[src/rtl/divu_if.sv]
// Start/busy handshake and operand/result bus between the pipeline and the DIVU unit.
// The pipeline side uses the master modport and the divider uses the slave modport.
interface divu_if;
   logic        start;
   logic [31:0] a;
   logic [31:0] b;
   logic [31:0] q;
   logic [31:0] r;
   logic        busy;

   modport master (
      output start,
      output a,
      output b,
      input  q,
      input  r,
      input  busy
   );

   modport slave (
      input  start,
      input  a,
      input  b,
      output q,
      output r,
      output busy
   );
endinterface

[src/rtl/divu.sv]
// Multicycle unsigned 32-bit restoring divider: one quotient bit per falling clock edge.
// The quotient is driven to LO (q) and the remainder to HI (r).
module divu (
   input  logic  clk,
   input  logic  resetn,
   divu_if.slave bus
);

   typedef enum logic {
      IDLE,
      CALC
   } state_t;

   state_t      state_q, state_d;
   logic [31:0] rem_q, rem_d;
   logic [31:0] quo_q, quo_d;
   logic [31:0] dvs_q, dvs_d;
   logic [4:0]  count_q, count_d;
   logic [31:0] q_q, q_d;
   logic [31:0] r_q, r_d;
   logic        busy_q, busy_d;

   logic [32:0] shifted;
   logic [32:0] diff;
   logic [31:0] remNext;
   logic [31:0] quoNext;

   // The partial remainder is always below the divisor, so its 33rd bit is never set and is not stored.
   assign shifted = {rem_q, quo_q[31]};
   assign diff    = shifted - {1'b0, dvs_q};

   always_ff @(negedge clk or negedge resetn) begin
      if (!resetn) begin
         state_q <= IDLE;
         rem_q   <= '0;
         quo_q   <= '0;
         dvs_q   <= '0;
         count_q <= '0;
         q_q     <= '0;
         r_q     <= '0;
         busy_q  <= 1'b0;
      end else begin
         state_q <= state_d;
         rem_q   <= rem_d;
         quo_q   <= quo_d;
         dvs_q   <= dvs_d;
         count_q <= count_d;
         q_q     <= q_d;
         r_q     <= r_d;
         busy_q  <= busy_d;
      end
   end

   always_comb begin
      state_d = state_q;
      rem_d   = rem_q;
      quo_d   = quo_q;
      dvs_d   = dvs_q;
      count_d = count_q;
      q_d     = q_q;
      r_d     = r_q;
      busy_d  = busy_q;
      remNext = shifted[31:0];
      quoNext = {quo_q[30:0], 1'b0};

      if (!diff[32]) begin
         remNext = diff[31:0];
         quoNext = {quo_q[30:0], 1'b1};
      end

      // A start always wins, abandoning any divide in flight.
      if (bus.start) begin
         if (bus.b != 32'd0) begin
            rem_d   = '0;
            quo_d   = bus.a;
            dvs_d   = bus.b;
            count_d = '0;
            busy_d  = 1'b1;
            state_d = CALC;
         end else begin
            q_d     = 32'hFFFF_FFFF;
            r_d     = bus.a;
            busy_d  = 1'b0;
            state_d = IDLE;
         end
      end else if (state_q == CALC) begin
         rem_d   = remNext;
         quo_d   = quoNext;
         count_d = count_q + 5'd1;
         if (count_q == 5'd31) begin
            q_d     = quoNext;
            r_d     = remNext;
            busy_d  = 1'b0;
            state_d = IDLE;
         end
      end
   end

   assign bus.q    = q_q;
   assign bus.r    = r_q;
   assign bus.busy = busy_q;

endmodule

[src/flat_wrapper.sv]
// flat-port wrapper written by rule: the top's interface ports become plain ports
module divu_flat 
  (clk, resetn, bus_start, bus_a, bus_b, bus_q, bus_r, bus_busy);
  divu_if bus_i ();
  input  logic clk;
  input  logic resetn;
  input wire logic [$bits(bus_i.start)-1:0] bus_start;
  input wire logic [$bits(bus_i.a)-1:0] bus_a;
  input wire logic [$bits(bus_i.b)-1:0] bus_b;
  output wire logic [$bits(bus_i.q)-1:0] bus_q;
  output wire logic [$bits(bus_i.r)-1:0] bus_r;
  output wire logic [$bits(bus_i.busy)-1:0] bus_busy;
  assign bus_i.start = bus_start;
  assign bus_i.a = bus_a;
  assign bus_i.b = bus_b;
  assign bus_q = bus_i.q;
  assign bus_r = bus_i.r;
  assign bus_busy = bus_i.busy;
  divu u_core (.clk(clk), .resetn(resetn), .bus(bus_i));
endmodule
[config.mk]
export PLATFORM = sky130hd
export DESIGN_NAME = divu_flat
export DESIGN_NICKNAME = d
export VERILOG_FILES = /design/src/rtl/divu_if.sv /design/src/rtl/divu.sv /design/src/flat_wrapper.sv
export SDC_FILE = /design/constraint.sdc
export NUM_CORES = 1
export LEC_CHECK = 0
export CORE_MARGIN = 5
export CORE_UTILIZATION = 57
export CTS_BUF_LIST = sky130_fd_sc_hd__clkbuf_4
export DETAILED_ROUTE_END_ITERATION = 6
export PLACE_DENSITY = 0.81
export SLEW_MARGIN = 20
export SYNTH_ARGS = -nofsm -noshare
export SYNTH_HDL_FRONTEND = slang
export SYNTH_SLANG_ARGS = --single-unit
export TNS_END_PERCENT = 50
[constraint.sdc]
create_clock -name clk -period 3.4 [get_ports clk]
set_clock_uncertainty 0.05 [all_clocks]
set_input_delay 0.34 -clock clk [delete_from_list [all_inputs] [get_ports clk]]
set_output_delay 0.34 -clock clk [all_outputs]
set_load 0.02 [all_outputs]
==> results.py <==
metrics = {
    "power": {
        "power_w": 0.00630,
        "vdd_drop_max_mv": 0.264,
        "powerDensity_nw_per_um2": 489,
        "power_frac_clock_pct": 19.7,
        "switching_share_pct": 40.4,
        "p_leak_nw": 6.15,
        "p_int_w": 0.00375,
        "p_sw_w": 0.00255,
        "power_frac_comb_pct": 41.7,
        "p_seq_share_pct": 38.6,
    },
    "yosys": {
        "synth_area_per_cell_um2": 9.15,
        "syn_area_um2": 9540,
        "ys_seq_elements": 167,
        "synth-edff-count": 0,
        "ys_seq_area_share_pct": 43.8,
        "dominantRegCellSynth": "dfrtn_1",
        "postSynth.asyncResetShare_pct": 100,
        "synth_cells": 1042,
        "yosysWarnings": 0,
        "yosys-top-cells-area": "dfrtn_1 44%, nand2_1 7.1%, mux2i_1 5.7%",
        "synth_cell_types": 67,
        "synth_top_area_share_pct": 43.8,
        "yosysTopAreaCell": "dfrtn_1",
        "syn-num-nets": 1144,
    },
    "global_routing": {
        "grt_pass1_wl_um": 45300,
        "grt_start_max_net_pins": 50,
        "grt_pass1_vias": 8482,
        "antenna_found_initial": 1,
        "grt.total_usage_pct": 28.8,
        "gr-total-overflow": 0,
    },
    "final_layout": {
        "areaGrowthSynthToFinish_pct": 35.1,
        "final_cell_mix": "175 x nand2_1, 167 x dfrtn_1, 69 x buf_4",
        "drive_gt1_share_pct": 25.0,
        "utilization_pct": 78.0,
        "final_common_cell": "nand2_1",
        "final_area_um2": 12900,
        "final_nets": 1343,
        "stdcell_count": 1475,
        "final.fill_count": 1061,
    },
    "clocking": {
        "numCtsBuffers": 17,
        "clock_sinks": 167,
        "cts_root_buffer": "clkbuf_4",
        "cts_hold_buf": 0,
        "cts_tree": "yes",
        "clock_path_buffers": 2,
        "htreeDepth": 4,
        "cts.clk_slew.worst_paths_ns": 0.09,
        "clock_latency_ns": 0.52,
    },
    "die": {
        "initial_core_util_pct": 57.7,
        "die_w_um": 139,
        "core_area_um2": 16500,
        "rows": 47,
        "ios": 132,
        "die_area_um2": 19400,
        "die_h_um": 139,
    },
    "hold_path": {
        "min_path_type": "flop to flop",
    },
    "drt": {
        "drc_errors": 8,
        "drt-vias-per-instance": 6.36,
        "ant_nets": 0,
        "routed_wl_um": 32000,
        "drt_iter0_drc": 985,
        "first_pass_iters": 7,
        "via_count": 9374,
        "wire_per_inst_um": 21.7,
    },
    "sta": {
        "fin_setup_tns_ns": -1.61,
        "setup_ws_ns": -0.116,
        "worst-slew-pin-transition_ns": 0.593,
        "slew_violations": 0,
        "relSlewSlack_pct": 60.5,
        "grt_setup_unrepaired": "yes",
        "finalSetupViolCount": 42,
        "hold_violations": 0,
    },
    "job": {
        "cap_viol_max_count": 0,
    },
    "worst_setup_path": {
        "cp_data_required_time_ns": 2.01,
        "path_max_fanout": 5,
        "end_kind": "flop",
        "arrival_ns": 2.12,
        "critPathKind": "primary input to flop",
        "critPathLaunchType": "primary input",
    },
    "place": {
        "place_inst": 1412,
        "dpl.hpwl_um": 20200,
        "place_congestion": 0.938,
        "io_buffers": 131,
        "place_area_um2": 11700,
    },
    "status": {
        "status": "finished, violations left",
        "violations": "design-rule violations, negative setup slack",
    },
}
==> worst max-delay path, cell delays in order <==
cell and delay, ns:
clkdlybuf4s15_2 0.23, nor4_4 0.34, nand2_4 0.11, nor3_4 0.21, nand2b_4 0.19, buf_12 0.13
and2_4 0.18, buf_6 0.14, clkbuf_16 0.16, o31ai_1 0.08
==> worst paths after layout <==
| kind | from | endpoint | slack (ns) | depth (start not counted) |
|---|---|---|---|---|
| setup reg to reg | u_core.dvs_q[18] | u_core.bus.r[24] | -0.02 | 11 |
| max in group asynchronous | resetn | u_core.rem_q[25] | 1.40 | 2 |
| setup / recovery | bus_b[0] | u_core.rem_q[19] | -0.12 | 10 |
| hold / removal | u_core.quo_q[31] | u_core.quo_q[31] | 0.40 | 2 |
| hold reg to reg | u_core.quo_q[31] | u_core.quo_q[31] | 0.40 | 2 |
| min in group asynchronous | resetn | u_core.bus.q[17] | 1.25 | 1 |
==> synthesized netlist by cell type, drive strengths merged (8+ instances only) <==
cell    count
nand2     181
and2        8
mux2       34
nand3      21
a21o        8
o22ai      13
nor2       43
xor2       12
nor3       12
o211ai     10
ha         34
a21oi      55
dfrtn     167
a211oi      8
nand3b     10
o31ai      25
and3        9
o21ai      97
a22oi       8
nor4       11
xnor2      18
inv        41
clkbuf     47
a31oi      25
buf        19
mux2i      54
==> kinds of logic after synthesis <==
group           Yosys count  synth area share (%)
simple gates            328                  15.6
compound gates          286                  18.9
flops                   167                  43.8
buf+inv                 108                  4.47
mux                      88                  9.68
fa+ha+maj                35                  4.67
xor+xnor                 30                  2.83
==> sequential cells by signal (all words and copies together) (netlist names) <==
| register | cells |
|---|---|
| u_core.bus.r | 32 |
| u_core.bus.q | 32 |
| u_core.dvs_q | 32 |
| u_core.rem_q | 32 |
| u_core.state_q | 1 |
| u_core.count_q | 5 |
| u_core.bus.busy | 1 |
| u_core.quo_q | 32 |
==> power by group through the flow <==
stage	registers (W)	clock network [W]	logic, W
6_report	0.00243	0.00124	0.00263
5_1_grt	0.00244	0.00132	0.00281
4_1_cts	0.00239	0.00122	0.00223
3_5_place_dp	0.00243	0	0.00217
3_3_place_gp	0.00241	0	0.00213
2_1_floorplan	0.00235	0	0.00148
==> per-stage QoR <==
step	hold WS, ns	worst slack [ns]
floorplan	0.360	-0.321
detailed placement	0.383	-1.03
CTS	0.385	-0.00463
global placement	0.376	-0.936
global route	0.414	-0.129
finish	0.398	-0.116
==> layout make-up <==
type	instances	area [µm²]	area share, %
well taps	220	275	2.14
multi-input cells	768	5520	42.8
clock inverters	14	156	1.21
diodes	1	2.50	0.0194
inverters	42	158	1.22
flip-flops and latches	167	4180	32.4
repair buffers	245	2460	19.1
clock buffers	18	135	1.05
==> layer usage <==
layer	routed length (µm)	global-route usage [%]	vias to the layer above
met3	3250	4.63	125
met5	0	0	-
met2	15100	47.0	630
met4	1120	5.41	0
li1	-	-	4140
met1	12600	41.2	4479
==> what timing repair did <==
| action | 4_1_cts | 5_1_grt |
|---|---|---|
| pin swaps | 16 | 19 |
| gates resized for setup | 210 | 211 |
| cloned | 7 | 9 |
| buffers inserted | 7 | 7 |
| endpoints found under the setup margin | 231 | 172 |
(Power assumes the default switching activity.)
==> edit: new RTL, same flow settings <==
Make the reset (`resetn`) synchronous in one clocked block.
--- a/src/rtl/divu.sv
+++ b/src/rtl/divu.sv
@@ -30,5 +30,5 @@
    assign diff    = shifted - {1'b0, dvs_q};
 
-   always_ff @(negedge clk or negedge resetn) begin
+   always_ff @(negedge clk) begin
       if (!resetn) begin
          state_q <= IDLE;
Function: differs if resetn is asserted again (counterexample within 4 cycles, from zero or initial values and one cycle with resetn low); with resetn held inactive, the same outputs for 10 cycles.
==> edit against the unedited design <==
The run still ends with design-rule violations, negative setup slack left. Sequential cell count is the same. Final area grew 3.7%. Area after synthesis is 5.8% lower. Hold slack improved by 0.021 ns. Critical path depth grew 7. Wire length up 20%. Sequential share of layout area decreased by 7.4 points. Setup slack got worse by 0.17 ns. Non-clock buffer count rose by 23. Critical path type is now flop to flop.
Power is not compared: it rests on default switching activity, and its combinational part moved more than twofold at a synthesized area within 25%.
==> edit: results (changes against the unedited design) <==
Timing:
- The worst hold slack is 0.4193 ns (was 0.3981 ns).
- The worst path setup slack after routing came to -0.2886 ns (was -0.1158 ns).
- The count of final setup violators is 138 (was 42).
- The normalized max-slew margin is 0.5638 (was 0.6047).

Final layout:
- The net total in the final layout is 1535 (was 1343).

Yosys:
- The proportion of synthesized flip-flops having asynchronous set or reset is 0 (was 1.000).
- Leading post-synthesis cells by cell area: sky130_fd_sc_hd__dfxtp_1 (37%), sky130_fd_sc_hd__mux2i_1 (8.1%), sky130_fd_sc_hd__ha_1 (4.7%) (was sky130_fd_sc_hd__dfrtn_1 (44%), sky130_fd_sc_hd__nand2_1 (7.1%), sky130_fd_sc_hd__mux2i_1 (5.7%)).
- The post-synth net total is 1160 (was 1144).
- The number of library cell types mapped by synthesis was 59 (was 67).
- Top post-synthesis cells by count: sky130_fd_sc_hd__dfxtp_1 (167), sky130_fd_sc_hd__nand2_1 (98), sky130_fd_sc_hd__nor2_1 (84) (was sky130_fd_sc_hd__nand2_1 (181), sky130_fd_sc_hd__dfrtn_1 (167), sky130_fd_sc_hd__o21ai_0 (93)).
- The register area share after synthesis is 0.3719 (was 0.4381).

Detailed routing:
- The first-iteration detailed-routing DRC count is 1555 (was 985).
- The average vias per placed instance was 6.548 (was 6.355).
- The amount of wire on met3 after detailed routing was 4.395 mm (was 3.254 mm).
- The residual DRC count was 17 (was 8).
- The average detailed-routed wire length per instance is 23.16 um (was 21.71 um).

Global route:
- The overall global routing resource usage is 0.3265 (was 0.2876).
- The met1 capacity usage during global routing is 0.3708 (was 0.4119).
- The global-route met2 utilization is 0.5393 (was 0.4700).
- The global-route met3 utilization is 0.1014 (was 0.04631).
- The first-pass GRT wire length is 48.11 mm (was 45.28 mm).
- The largest net degree at the start of global routing came to 68 (was 50).
- The via count of the first global-routing pass came to 9980 (was 8482).

Setup path:
- The biggest fanout along the worst timing path is 8 (was 5).
- The cell with the largest stage delay on the worst path was sky130_fd_sc_hd__o31ai_1 (was sky130_fd_sc_hd__nor4_4).
- The length in cells of the worst reg-to-reg path is 17 (was 11).
- The delay of the slowest critical-path stage is 0.41 ns (was 0.34 ns).
- The setup slack of the worst register-to-register path is -0.29 ns (was -0.02 ns).
- The arrival time at the worst endpoint is 5.85 ns (was 2.12 ns).
- The cell family contributing the most delay on the critical path is compound AO/OA/AOI/OAI gates (was simple AND/OR/NAND/NOR gates).

Run status:
- Failing checks: design-rule violations, negative setup slack (unchanged).
- Status: finished, violations left (unchanged).

Placement:
- The detailed-placement wirelength estimate came to 18.20 mm (was 20.18 mm).
- The final RePlAce weighted congestion is 0.9888 (was 0.9384).

Hold path:
- The number of cells on the worst hold path is 2 (unchanged).
edit: per-stage QoR:
| stage | power, W | area (sq um) | setup WS (ns) | std cells | TNS, ns |
|---|---|---|---|---|---|
| 3_5_place_dp | 0.003057 | 11170 | -1.243 | 1416 | -195.65 |
| 4_1_cts | 0.004787 | 12590 | -0.05209 | 1643 | -0.3200 |
| 6_report | 0.005110 | 13360 | -0.2886 | 1663 | -16.65 |
| 5_1_grt | 0.005315 | 13360 | -0.3359 | 1662 | -24.09 |
| 2_1_floorplan | 0.002793 | 9183 | -0.1239 | 1058 | -10.57 |
| 3_3_place_gp | 0.003041 | 11170 | -1.279 | 1416 | -197.53 |
edit: logic make-up (layout without fill, tap and decap cells):
kind of cell | after synthesis | after routing | synth area share
DFF | 167 | 167 | 0.3719
AOI/OAI and AO/OA | 259 | 259 | 0.1995
muxes | 97 | 97 | 0.1114
other | 0 | 2 | 0
buffers and inverters | 118 | 505 | 0.05164
adders and majority gates | 35 | 35 | 0.04955
xor gates and xnor gates | 30 | 30 | 0.03132
and+or+nand+nor | 352 | 352 | 0.1847
edit: cell type report:
| class | count | area (sq um) |
|---|---|---|
| clock buffers | 17 | 127.6 |
| well taps | 216 | 270.3 |
| flip-flops and latches | 167 | 3346 |
| fillers | 766 | 2296 |
| repair buffers | 268 | 2748 |
| diodes | 2 | 5.005 |
| multi-input cells | 773 | 5964 |
| inverters | 39 | 148.9 |
| clock inverters | 181 | 749.5 |
edit: worst reg2reg max path: stages, from the launching register on:
cell,delay [ns]
sky130_fd_sc_hd__dfxtp_2,0.33
sky130_fd_sc_hd__inv_2,0.08
sky130_fd_sc_hd__ha_4,0.15
sky130_fd_sc_hd__inv_4,0.04
sky130_fd_sc_hd__fa_2,0.38
sky130_fd_sc_hd__a21o_1,0.19
sky130_fd_sc_hd__a221oi_2,0.34
sky130_fd_sc_hd__nor4b_2,0.14
sky130_fd_sc_hd__o211ai_2,0.29
sky130_fd_sc_hd__a21boi_2,0.13
sky130_fd_sc_hd__a41oi_4,0.29
sky130_fd_sc_hd__xnor2_4,0.09
sky130_fd_sc_hd__buf_12,0.16
sky130_fd_sc_hd__buf_16,0.15
sky130_fd_sc_hd__buf_4,0.14
sky130_fd_sc_hd__mux2_4,0.20
sky130_fd_sc_hd__nor2_1,0.04
sky130_fd_sc_hd__o31ai_1,0.41
edit: path summary, 6_finish.rpt:
path / start / to
max: u_core.quo_q[31] / u_core.bus.r[9]
min: u_core.bus.q[24] / u_core.bus.q[24]
max reg2reg: u_core.quo_q[31] / u_core.bus.r[9]
min reg2reg: u_core.bus.q[24] / u_core.bus.q[24]
edit: repair_timing:
action / CTS / global route
gates cloned: 13 / 7
setup buffers: 18 / 17
pin swaps: 26 / 66
endpoints found under the setup margin: 232 / 185
resized for setup: 205 / 268
hold buffers: 0 / 0
